`src/rtl/pipeline_elastic.sv`:
```
`default_nettype none
// ============================================================================
//  Module   : pipeline_elastic
//  Purpose  : Valid/ready elastic pipeline of p_stages register stages.
//             Backpressure from the consumer travels upstream, word order is
//             preserved, no word is dropped or duplicated, and bubbles
//             collapse so that empty stages fill while the output is stalled.
//  Revision : 1.0 - initial release
// ----------------------------------------------------------------------------
//  Parameters
//    p_width   data word width in bits
//    p_stages  number of register stages (must be >= 1)
//  Ports
//    i_clk     clock, rising edge
//    i_rst     reset, asynchronous, active-high
//    i_valid   upstream word valid
//    o_ready   pipeline accepts a word this cycle
//    i_data    upstream word
//    o_valid   output word valid (registered)
//    i_ready   downstream accepts a word this cycle
//    o_data    output word (registered, stable while stalled)
//    o_count   words currently held, stages plus skid
//  Build option
//    PIPELINE_ELASTIC_SKID_EN  when defined, o_ready is registered and an
//                              extra one-word skid register adds capacity.
//                              When undefined, o_ready is combinational from
//                              i_ready through the advance chain.
// ============================================================================
module pipeline_elastic #(
    parameter int p_width  = 32,
    parameter int p_stages = 8
) (
    input  logic                          i_clk,
    input  logic                          i_rst,
    input  logic                          i_valid,
    output logic                          o_ready,
    input  logic [p_width-1:0]            i_data,
    output logic                          o_valid,
    input  logic                          i_ready,
    output logic [p_width-1:0]            o_data,
    output logic [$clog2(p_stages+2)-1:0] o_count
);

    localparam int                 c_CNT_W     = $clog2(p_stages + 2);
    localparam logic [c_CNT_W-1:0] c_COUNT_ONE = c_CNT_W'(1);

    generate
        if (p_stages < 1) begin : g_bad_stages
            $error("pipeline_elastic: p_stages must be at least 1");
        end
    endgenerate

    // Stage storage; index p_stages-1 is the output stage.
    logic [p_stages-1:0]              valid_q;
    logic [p_stages-1:0]              valid_d;
    logic [p_stages-1:0][p_width-1:0] data_q;
    logic [p_stages-1:0][p_width-1:0] data_d;
    logic [c_CNT_W-1:0]               count_q;
    logic [c_CNT_W-1:0]               count_d;

    logic [p_stages-1:0]              w_adv;
    logic [p_stages-1:0]              w_prev_valid;
    logic [p_stages-1:0][p_width-1:0] w_prev_data;
    logic                             w_src_valid;
    logic [p_width-1:0]               w_src_data;
    logic                             w_in_xfer;
    logic                             w_out_xfer;

    // A stage may load when it is empty or when the stage ahead of it is
    // itself advancing. Built as a running carry from the output stage back
    // to stage 0 so the vector never reads itself.
    always_comb begin : p_adv
        logic carry;
        carry = i_ready;
        w_adv = '0;
        for (int k = p_stages - 1; k >= 0; k--) begin
            carry    = !valid_q[k] || carry;
            w_adv[k] = carry;
        end
    end

`ifdef PIPELINE_ELASTIC_SKID_EN
    logic               skid_valid_q;
    logic               skid_valid_d;
    logic [p_width-1:0] skid_data_q;
    logic [p_width-1:0] skid_data_d;

    // Ready depends only on skid state, which cuts the i_ready -> o_ready path.
    assign o_ready     = !skid_valid_q;
    assign w_in_xfer   = i_valid && o_ready;
    // A parked skid word is older than anything on i_data, so it goes first.
    assign w_src_valid = skid_valid_q || w_in_xfer;
    assign w_src_data  = skid_valid_q ? skid_data_q : i_data;

    always_comb begin : p_skid_next
        skid_valid_d = skid_valid_q;
        skid_data_d  = skid_data_q;
        if (skid_valid_q && w_adv[0]) begin
            skid_valid_d = 1'b0;
        end else if (w_in_xfer && !w_adv[0]) begin
            skid_valid_d = 1'b1;
            skid_data_d  = i_data;
        end
    end

    always_ff @(posedge i_clk or posedge i_rst) begin : p_skid_reg
        if (i_rst) begin
            skid_valid_q <= 1'b0;
            skid_data_q  <= '0;
        end else begin
            skid_valid_q <= skid_valid_d;
            skid_data_q  <= skid_data_d;
        end
    end
`else
    assign o_ready     = w_adv[0];
    assign w_in_xfer   = i_valid && w_adv[0];
    assign w_src_valid = i_valid;
    assign w_src_data  = i_data;
`endif

    assign w_out_xfer = valid_q[p_stages-1] && i_ready;

    // Source feeding each stage: stage 0 takes the input side, the rest take
    // the stage behind them.
    generate
        for (genvar k = 0; k < p_stages; k++) begin : g_src
            if (k == 0) begin : g_head
                assign w_prev_valid[k] = w_src_valid;
                assign w_prev_data[k]  = w_src_data;
            end else begin : g_body
                assign w_prev_valid[k] = valid_q[k-1];
                assign w_prev_data[k]  = data_q[k-1];
            end
        end
    endgenerate

    // Loading from an empty source clears the valid bit but keeps the data,
    // so o_data does not wander while o_valid is low.
    always_comb begin : p_stage_next
        valid_d = valid_q;
        data_d  = data_q;
        for (int k = 0; k < p_stages; k++) begin
            if (w_adv[k]) begin
                valid_d[k] = w_prev_valid[k];
                if (w_prev_valid[k]) begin
                    data_d[k] = w_prev_data[k];
                end
            end
        end
    end

    always_comb begin : p_count_next
        count_d = count_q;
        if (w_in_xfer && !w_out_xfer) begin
            count_d = count_q + c_COUNT_ONE;
        end else if (!w_in_xfer && w_out_xfer) begin
            count_d = count_q - c_COUNT_ONE;
        end
    end

    always_ff @(posedge i_clk or posedge i_rst) begin : p_stage_reg
        if (i_rst) begin
            valid_q <= '0;
            data_q  <= '0;
            count_q <= '0;
        end else begin
            valid_q <= valid_d;
            data_q  <= data_d;
            count_q <= count_d;
        end
    end

    assign o_valid = valid_q[p_stages-1];
    assign o_data  = data_q[p_stages-1];
    assign o_count = count_q;

endmodule
`default_nettype wire

```
`config.mk`:
```
export PLATFORM = sky130hd
export DESIGN_NAME = pipeline_elastic
export DESIGN_NICKNAME = d
export VERILOG_FILES = /design/src/rtl/pipeline_elastic.sv
export SDC_FILE = /design/constraint.sdc
export NUM_CORES = 1
export LEC_CHECK = 0
export CORE_ASPECT_RATIO = 1.1
export CORE_MARGIN = 2
export CORE_UTILIZATION = 35
export CTS_BUF_LIST = sky130_fd_sc_hd__clkbuf_8
export DETAILED_ROUTE_END_ITERATION = 10
export PLACE_DENSITY = 0.52
export SKIP_LAST_GASP = 1
export SLEW_MARGIN = 10
export SYNTH_ARGS = -nofsm -noshare
export SYNTH_HDL_FRONTEND = slang
export SYNTH_SLANG_ARGS = --single-unit
```
`constraint.sdc`:
```
create_clock -name i_clk -period 9.4 [get_ports i_clk]
set_input_delay 1.88 -clock i_clk [delete_from_list [all_inputs] [get_ports i_clk]]
set_output_delay 1.88 -clock i_clk [all_outputs]
set_load 0.05 [all_outputs]
```
==> key figures <==
Global routing
  – Vias in the first global route: 5688
  – Initial antenna violation count: 0
  – Gr usage total: 12.2%
  – Largest net degree at the start of global routing: 167
  – Total gr overflow: 0
  – First-pass GRT wire length: 30.0 mm

Placed design
  – PortBufs: 73
  – Dpl cell area: 0.0113 mm²
  – Dpl ws: 3.40 ns
  – Placed cell count: 1030
  – RePlAce Congestion: 0.738
  – Post-DP HPWL: 10.5 mm

Route
  – Drt first pass iters: 4
  – Routed Antenna Nets: 0
  – Detailed Route WL: 18.0 mm
  – Drt via density: 4.69
  – Drt wl/cell: 16.2 µm
  – Starting DRT DRC Count: 324
  – Vias: 5195
  – DRC: 0

Floorplanning
  – I/O pin cnt: 74
  – Starting Density: 35.3%
  – Num rows: 66
  – CORE AREA: 0.0293 mm²
  – Die H: 184 µm
  – Die X: 168 µm
  – Die area: 0.0310 mm²

STA
  – Slew HR: 33.4%
  – Final setup TNS: 0 ns
  – Fin worst setup slack: 3.40 ns
  – Final min period: 6.00 ns
  – Fmax: 0.167 GHz
  – Pins Over Slew Limit: 0
  – Clock Skew: 0.0255 ns
  – Slew @ Worst Pin: 0.999 ns
  – Fin crit share: 63.8%
  – Final hold vios: 0
  – Unrepaired setup endpoints after global routing: false
  – Setup violations, final: 0

Layout
  – Multi-input gate area: 0.00327 mm²
  – Ant. Diodes: 0
  – Layout Nets: 742
  – Design area: 0.0121 mm²
  – Area grow syn2layout: 17.1%
  – Non-Filler Instances: 1108
  – Fraction of layout cells with a size suffix above 1: 43.7%
  – Fill count: 2691
  – Register Area: 0.00671 mm²

CTS
  – Clock Latency Late Sink: 0.54 ns
  – H-Tree Depth: 2
  – Sinks on the clock net: 268
  – Post-CTS Setup Bufs: 0
  – CTS tree: done
  – CTS Buf Count: 44
  – Clock slew at reported path FFs: 0.06 ns
  – CTS resizes: 0
  – Root Driver: clkbuf_8
  – Clock buffer depth: 3
  – Hold buffers post-CTS: 0

Critical path
  – CP Launch Type: primary input
  – CP bufs+invs: 2
  – Worst EP required: 7.52 ns
  – CP delay by family, top: buffers and inverters
  – Setup CP Type: in2out
  – Most frequent CP cell: clkdlybuf4s50_1
  – Slowest Stage Delay on Critical Path: 0.70 ns
  – CP max-delay cell: clkdlybuf4s50_1
  – Worst EP arrival: 4.12 ns
  – Crit-path cells: clkdlybuf4s50_1, nand4b_1, nor2_1, nand2_1, clkdlybuf4s50_1
  – CP Max Fanout: 11
  – CP Capture Type: output port

Synthesis
  – Register area share after synthesis: 64.8%
  – Dominant synthesized flop cell: dfrtp_1
  – Post-Synthesis Cell Area: 0.0103 mm²
  – Cell variety after synth: 33
  – Synth Net Count: 676
  – Dominant cells by area after synthesis: dfrtp_1, mux2_2, buf_4, mux2_1, buf_2
  – Syn Inst Count: 636
  – Top cell type's share of synthesized area: 64.8%
  – Syn avg cell area: 16.3 µm²
  – YS warnings: 0
  – Synth area leader: dfrtp_1
  – FFs w/ async S/R, synth: 100%
  – FF+latch count, synth: 268
  – Post-synth EDFFs: 0

Pwr
  – Pleak: 0.00516 µW
  – Sequential share of power: 45.8%
  – PD cells: 337 mW/mm²
  – Switching share of power: 31.5%
  – Pwr Total: 4080 µW
  – P_sw: 1290 µW
  – Comb power frac: 30.4%
  – Power share of the clock group: 23.9%
  – Int Power: 2790 µW
  – Worst vdd ir: 0.000108 V

Hold path
  – Worst Hold Class: reg2reg

Outcome
  – Status: complete, no violations

Flow run
  – Max-cap violations: 0
==> state kept, by name (all words and copies together), names as in the netlist <==
signal	cells
data_q	224
o_count	4
o_data	32
valid_q	8
==> cells by family (layout without fill, tap and decap cells) <==
logic type               after synthesis  count (layout)  synth area share, %
flip-flops                           268             268                 64.8
multiplexers                         258             258                 28.1
buffers and inverters                 64             162                 3.93
AND/OR/NAND/NOR                       24              24                 1.16
AO/OA/AOI/OAI                         16              16                 1.31
adder cells (fa/ha/maj)                4               4                0.556
XOR/XNOR                               2               2                0.169
==> metal layers <==
metal	track usage (%)	up-vias	routed length, µm
li1	-	2352	-
met5	0	-	0
met1	15.0	2689	7810
met3	3.07	40	767
met4	4.97	0	487
met2	20.6	114	8920
==> stage by stage <==
stage | utilization [%] | hold WS (ns)
after detailed placement | 38.4 | 0.472
final | 41.3 | 0.487
after CTS | 41.3 | 0.492
after floorplan | - | 0.452
after global routing | 41.3 | 0.507
after global placement | 38.4 | 0.460
==> cells in the mapped netlist (all sizes together), types with 3 or more instances <==
master  number
o21ai        5
mux2       257
ha           3
dfrtp      268
buf         57
nand2       11
inv          6
==> final cells by class <==
type                            count  share of cell area, %
Clock buffer                       57                   6.47
Clock inverter                     21                  0.702
Inverter                            6                  0.248
Multi-Input combinational cell    304                   26.9
Sequential cell                   268                   55.3
Tap cell                          374                   3.86
Timing Repair Buffer               78                   6.44
==> placed cells by master, fill, tap and decap left out, types with 2 or more instances in the layout <==
cell             synthesis  layout
o211ai_1                 2       2
clkbuf_8                 0      57
inv_1                    6      24
xnor2_1                  2       2
nor2_1                   2       2
nand2b_1                 2       2
o21bai_1                 2       2
nand2_2                  0       3
nand2_1                 11       8
a21oi_1                  2       2
nand3_1                  2       2
mux2_1                   9       9
o21ai_4                  0       3
ha_1                     3       3
dfrtp_1                268     268
buf_4                   32       4
clkdlybuf4s50_1          0      73
o21ai_0                  2       2
mux2_2                 248     248
nand3b_1                 2       2
==> worst reg2reg max path, stage by stage (launching register included) <==
cell and delay (ns):
dfrtp_1 0.41, nand4b_1 0.60, o31ai_4 0.41, buf_4 0.46, inv_1 0.12, ha_1 0.28
inv_1 0.15, ha_1 0.31, or4_1 0.48, o211ai_1 0.14, o211ai_1 0.13
==> final timing paths <==
kind | cells past startpoint | from | to | slack [ns]
hold / removal | 1 | data_q[38] | data_q[38] | 0.49
setup / recovery | 5 | i_ready | o_ready | 3.40
setup reg to reg | 10 | valid_q[7] | o_count[3] | 5.78
max in group asynchronous | 3 | i_rst | o_count[2] | 6.22
min in group asynchronous | 2 | i_rst | o_data[30] | 1.86
hold reg to reg | 1 | data_q[38] | data_q[38] | 0.49
==> power groups by stage <==
stage          logic, µW  clock network (µW)  registers [µW]
2_1_floorplan       1040                   0            1830
3_3_place_gp        1220                   0            1870
3_5_place_dp        1260                   0            1900
4_1_cts             1260                1020            1880
5_1_grt             1330                1070            1940
6_report            1240                 973            1870
Power figures use the tool's default switching activity.
